--- src/rtl/hazard_stall_ctrl.sv ---
// Pipeline hazard controller: load-use stalls, redirect flushes and a full
// freeze while a D-cache miss is outstanding, plus debug counters.
module hazard_stall_ctrl #(
  parameter int CNT_W   = 32,
  parameter int TIMEOUT = 1024
) (
  input  logic             clk,
  input  logic             rst_n,
  input  logic [4:0]       Rs1D,
  input  logic [4:0]       Rs2D,
  input  logic [4:0]       RdE,
  input  logic             MemToRegE,
  input  logic [2:0]       RegWriteE,
  input  logic             JalD,
  input  logic             JalrE,
  input  logic             BranchTakenE,
  input  logic             DMissM,
  input  logic             DAckM,
  output logic             StallF,
  output logic             StallD,
  output logic             StallE,
  output logic             StallM,
  output logic             StallW,
  output logic             FlushD,
  output logic             FlushE,
  output logic             FlushM,
  output logic             FlushW,
  output logic             MemWait,
  output logic [CNT_W-1:0] StallCnt,
  output logic [CNT_W-1:0] MissCnt,
  output logic             TimeoutErr
);

  localparam int WW = $clog2(TIMEOUT) + 1;

  typedef enum logic {RUN, MEM_WAIT} state_t;

  state_t        state, state_nxt;
  logic [WW-1:0] wait_cnt;
  logic          load_use, redirect;
  logic          miss_inc, to_set, wait_run;

  assign load_use = MemToRegE && (RegWriteE != 3'd0) && (RdE != 5'd0) &&
                    ((RdE == Rs1D) || (RdE == Rs2D));
  assign redirect = BranchTakenE || JalrE;
  assign MemWait  = (state == MEM_WAIT);

  always_comb begin
    StallF    = 1'b0;
    StallD    = 1'b0;
    StallE    = 1'b0;
    StallM    = 1'b0;
    StallW    = 1'b0;
    FlushD    = 1'b0;
    FlushE    = 1'b0;
    FlushM    = 1'b0;
    FlushW    = 1'b0;
    state_nxt = state;
    miss_inc  = 1'b0;
    to_set    = 1'b0;
    wait_run  = 1'b0;
    case (state)
      RUN: begin
        if (DMissM) begin
          {StallF, StallD, StallE, StallM, StallW} = 5'b11111;
          state_nxt = MEM_WAIT;
          miss_inc  = 1'b1;
        end else if (redirect) begin
          FlushD = 1'b1;
          FlushE = 1'b1;
        end else if (load_use) begin
          StallF = 1'b1;
          StallD = 1'b1;
          FlushE = 1'b1;
        end else if (JalD) begin
          FlushD = 1'b1;
        end
      end
      MEM_WAIT: begin
        if (DAckM && !DMissM) begin
          // Release cycle: the pipeline advances, so only the flushes apply.
          state_nxt = RUN;
          if (redirect) begin
            FlushD = 1'b1;
            FlushE = 1'b1;
          end else if (load_use) begin
            FlushE = 1'b1;
          end else if (JalD) begin
            FlushD = 1'b1;
          end
        end else begin
          {StallF, StallD, StallE, StallM, StallW} = 5'b11111;
          if (DAckM && DMissM) begin
            // Back-to-back miss restarts the wait window for the new access.
            miss_inc = 1'b1;
          end else if (wait_cnt == WW'(TIMEOUT - 1)) begin
            to_set    = 1'b1;
            state_nxt = RUN;
          end else begin
            wait_run = 1'b1;
          end
        end
      end
      default: state_nxt = RUN;
    endcase
  end

  always_ff @(posedge clk or negedge rst_n) begin
    if (!rst_n) begin
      state      <= RUN;
      wait_cnt   <= '0;
      StallCnt   <= '0;
      MissCnt    <= '0;
      TimeoutErr <= 1'b0;
    end else begin
      state    <= state_nxt;
      wait_cnt <= wait_run ? wait_cnt + 1'b1 : '0;
      if (StallF && (StallCnt != '1)) StallCnt <= StallCnt + 1'b1;
      if (miss_inc && (MissCnt != '1)) MissCnt <= MissCnt + 1'b1;
      if (to_set) TimeoutErr <= 1'b1;
    end
  end

endmodule

--- config.mk ---
export PLATFORM = sky130hd
export DESIGN_NAME = hazard_stall_ctrl
export DESIGN_NICKNAME = d
export VERILOG_FILES = /design/src/rtl/hazard_stall_ctrl.sv
export SDC_FILE = /design/constraint.sdc
export NUM_CORES = 1
export LEC_CHECK = 0
export CAP_MARGIN = 0
export CORE_ASPECT_RATIO = 0.7
export CORE_UTILIZATION = 44
export CTS_BUF_LIST = sky130_fd_sc_hd__clkbuf_4 sky130_fd_sc_hd__clkbuf_8 sky130_fd_sc_hd__clkbuf_16
export CTS_CLUSTER_DIAMETER = 200
export DETAILED_ROUTE_END_ITERATION = 7
export PLACE_DENSITY_LB_ADDON = 0.3
export SLEW_MARGIN = 20
export SYNTH_ARGS = -nofsm -noshare
export SYNTH_HDL_FRONTEND = slang
export SYNTH_SLANG_ARGS = --single-unit
--- constraint.sdc ---
create_clock -name clk -period 1.9 [get_ports clk]
set_input_delay 0.19 -clock clk [delete_from_list [all_inputs] [get_ports clk]]
set_output_delay 0.19 -clock clk [all_outputs]
set_load 0.01 [all_outputs]
# == Yosys cells after proc, flatten, opt, wreduce, memory -nomap -nowiden ==
# Cells that the tools add are included.
# word_totals
regBits,77
output_inout_bits,75
ramBits,0
rom_bits,0
latchBits,0
mem_count,0
# classes
div,0
shift,0
muxes,32
multipliers,0
n_eq_ne,5
magnitude_cmp,0
bitwise,1
n_reduce_logical,12
addsub,3
# ops
op,n
adder 32 x 1 -> 32 bit (second input constant),2
!= test 32 bit (second input constant),2
2-to-1 mux 1 bit,25
one-hot mux 1 bit (2 select lines),6
adder 11 x 1 -> 11 bit (second input constant),1
equality test 11 x 10 -> 1 bit (second input constant),1
2-to-1 mux 11 bit,1
equality test 5 bit,2
logical AND 1 bit,7
nonzero test 5 bit,1
nonzero test 3 bit,1
logical OR 1 bit,2
logical NOT 1 bit,1
inverter 1 bit,1

# == Longest topological paths before layout ==
# logic_depth
ltp_word,9
depth_mapped,8
depth_no_buf,7

# == Least setup slack after synthesis ==
# OpenSTA, ideal clock, no wires.
# synth_timing
kind,reg-to-reg
startpoint,register StallCnt[0]
endpoint,register StallCnt[1]
path_buffers,0
setup_ns,0.125
t_required_ns,1.775
arrival_time_ns,1.796
slack_ns,-0.021
stages_incl_launch_ff,8
period_less_slack_ns,1.921
cell_sequence,dfrtp_1 -> ha_1 -> nand4_1 -> nor4_4 -> nand3_2 -> nor2_8 -> nor2_2 -> mux2_4
# synth_between
elab_chain_len,2
word_cells_on_any_way,3
# synth_lines
element,line_no,rtl
"start, declared",29,"output logic [CNT_W-1:0] StallCnt,"
"start signal, assigned",118,if (StallF && (StallCnt != '1)) StallCnt <= StallCnt + 1'b1;
"parallel branches: the longest is 2 deep, another holds adder 32 x 1 -> 32 bit",n/a,
# Several ways; the timed one is not identified.
# A chain may end at the register's enable or synchronous reset.

# == Worst setup path in the final report ==
# layout_timing
startpoint,register StallCnt[0]
endpoint,register StallCnt[15]
# The elaborated chain is that of the path after synthesis.

==> summary.txt <==
Clocking
  – Clock buffer depth: 2
  – CTS tree: done
  – Clock slew at reported path FFs: 0.07 ns
  – Clock Sinks: a little under 80
  – Root Buffer: clkbuf_16
  – CTS Buf Count: 9
  – H-tree Lvls: 3
  – Clk_lat worst skew: 0.34 ns

Power
  – Net Sw Power: 0.001523 W
  – Pwr Density: 905.5 nW/µm²
  – Internal power: 0.003999 W
  – Flop pwr share: 36.9%
  – Sw Ratio: 27.58%
  – VDD IR max: 0.0009105 V
  – Combinational share of power: 27.0%
  – P_leak: 2.640 nW
  – Clk pwr share: 36.1%

Routing
  – Per-cell routed wire length: around 16 µm
  – DR vias: 3350
  – 1st-iter DRT viols: 154
  – Antenna-violating nets left: 0
  – Via-per-instance ratio: 5.130
  – DRT Pass-1 Iters: 4
  – Remaining DRCs: 0
  – DRT Wirelength: 10490 µm

Cells and area
  – Most frequent cells in the layout: clkdlybuf4s50_1, dfrtp_1, buf_4, xnor2_1, xor2_1
  – # nets final: 557
  – Fin area: 6098 µm²
  – Ratio of cells with drive above 1 in the final layout: 25.33%
  – Leading cell type in the layout, fill and taps excluded: clkdlybuf4s50_1
  – Antenna Cells: 0
  – Layout area overhead: 57.68%

Synth
  – Synth top area share: 49.82%
  – Top post-synthesis cells by area: dfrtp_1, xnor2_1, xor2_1
  – Synth area leader: dfrtp_1
  – Ys flop type: dfrtp_1
  – Distinct cell type count after synthesis: 45
  – Yosys warnings: 0
  – Sequential share of the synthesized area: between 40% and 50%
  – Post-synthesis register bit count: 77
  – Syn avg cell area: 10.65 µm²
  – Ys async rst share: 100.0%
  – Mapped cell area: 3867 µm²
  – Cells after synthesis: ~360
  – Post-synth EDFFs: 0

Worst setup path
  – CP Launch Type: flip-flop
  – Reg-to-Reg Start: StallCnt[0]
  – CP Max Fanout: 8
  – Reg2Reg Depth: 8
  – Worst r2r dst: StallCnt[15]
  – Reg2reg setup slack: -0.08 ns
  – CP Data Required Time: 2.11 ns
  – CP max stage delay: 0.39 ns
  – Crit path kind: reg2reg
  – Critical-path cell list: ha_4, nand4_1, nor4_4, nand3_2, nor2_8, clkbuf_16, nor3b_4, xor2_1
  – CP endpoint kind: flip-flop
  – WP data arrival: 2.20 ns
  – Slowest CP cell: dfrtp_1

Timing
  – Final Hold Viols: 0
  – RSZ-0062 raised after global routing: true
  – Max-slew headroom: about two thirds
  – Least-Margin Pin Slew: 0.5091 ns
  – Setup slack after layout: -0.08303 ns
  – Max Clock Freq: 504.3 MHz
  – Slew Limit Fails: 0
  – Worst Skew: about 0.011 ns
  – Post-route minimum period: 1.983 ns
  – Ratio of final minimum period to clock period: 104.4%
  – Final setup viols: 22

Outcome
  – Status: finished with violations
  – Failing checks: setup timing

Global route
  – Global-route wire length before repair: 15550 µm
  – Vias in the first global route: 3094
  – Grt total ovfl: 0
  – Largest net degree at the start of global routing: 41
  – Antenna violations before repair: 0
  – Gr usage total: 22.11%

Place
  – Count of buffers from port buffering: 98
  – HPWL Detailed: 6810 µm
  – Cell Area, Placed: 5365 µm²
  – Worst slack, placed: -0.4169 ns
  – Gp weighted congestion: 0.7802

Worst hold path
  – Worst Hold Class: in2async

Floorplan
  – Die H: 80.44 µm
  – Rows: 28
  – Die area: approximately 9200 µm²
  – Num ports: just over 100
  – Die Span X: 114.1 µm
  – Initial Util: 45.62%
  – Core box area: ~8500 µm²

Run
  – Max-cap violation count: 0
[final cells by class]
cell class | count | area (µm²)
fillers | 618 | 2380
inverters | 5 | 18.77
repair buffers | 165 | 1550
multi-input cells | 270 | 2103
well taps | 120 | 150.1
clock inverters | 6 | 110.1
clock buffers | 10 | 239.0
flip-flops and latches | 77 | 1927
[sequential cells by signal, indices dropped and copies added (netlist names)]
signal      flops
TimeoutErr      1
StallCnt       32
MemWait         1
MissCnt        32
wait_cnt       11
[cells in the mapped netlist, types with 3 or more instances]
| master | count |
|---|---|
| dfrtp_1 | 77 |
| xnor2_1 | 41 |
| xor2_1 | 38 |
| nand2_1 | 32 |
| nand3_1 | 29 |
| nor3_1 | 25 |
| nor2_1 | 23 |
| nand4_1 | 14 |
| and3_1 | 13 |
| and4_1 | 6 |
| buf_4 | 6 |
| a21oi_1 | 5 |
| inv_1 | 5 |
| nor4_1 | 4 |
| and2_1 | 3 |
| buf_2 | 3 |
| ha_1 | 3 |
| nand2b_1 | 3 |
| nor3b_1 | 3 |
[worst max-delay path, delay by kind of cell, from the launching register on]
family	cells	cell delay (ns)
simple gates	5	0.91
flops	1	0.39
buf+inv	1	0.22
fa+ha+maj	1	0.17
xor+xnor	1	0.16
[worst max path at each step]
stage	start	to	slack [ns]	cells after the start
floorplan	MissCnt[5]	MissCnt[1]	0.003	6
global placement	RdE[4]	StallCnt[6]	-0.38	8
detailed placement	RdE[4]	StallCnt[6]	-0.42	8
CTS	StallCnt[1]	StallCnt[28]	0.0008	7
global route	StallCnt[0]	StallCnt[13]	-0.20	8
finish	StallCnt[0]	StallCnt[15]	-0.08	8
[routing by layer]
| metal | global-route usage, % | up-vias | wire (µm) |
|---|---|---|---|
| met2 | 33.94 | 121 | 5075 |
| met1 | 30.36 | 1638 | 4579 |
| met4 | 4.935 | 0 | 114 |
| met5 | 0 | - | 0 |
| met3 | 7.170 | 9 | 724 |
| li1 | - | 1582 | - |
[what timing repair did]
action / in CTS / in global routing
cloned: 0 / 2
buffers inserted: 1 / 7
resized for setup: 12 / 64
hold endpoints to repair: 37 / 0
pin swaps: 2 / 30
hold buffers: 1 / 0
setup endpoints to repair: 15 / 54
[cells by family after synthesis]
kind of cell    synth area share [%]
buf+inv                        2.717
compound gates                 1.715
simple gates                   26.11
xor+xnor                       17.89
mux                           0.6793
other cells                  0.09696
fa+ha+maj                     0.9707
flops                          49.82
[power by group through the flow]
stage / combinational [W] / sequential, W / clock [W]
3_3_place_gp: 0.00130 / 0.00204 / 0
6_report: 0.00149 / 0.00204 / 0.00199
2_1_floorplan: 0.000391 / 0.00217 / 0
4_1_cts: 0.00135 / 0.00202 / 0.00201
5_1_grt: 0.00160 / 0.00207 / 0.00211
3_5_place_dp: 0.00133 / 0.00205 / 0
[through the flow]
step                util (%)  total power (W)  setup TNS, ns  hold WS, ns  instances
finish                 71.93         0.005522        -0.9951       0.3631        653
global route           71.93         0.005776         -3.823       0.4168        653
CTS                    67.58         0.005381              0       0.3784        644
detailed placement     63.28         0.003386         -12.17       0.1865        626
global placement       63.28         0.003339         -10.93       0.1893        626
floorplan                  -         0.002565              0      -0.1056        364
No activity file was read; power rests on OpenSTA's default activity.
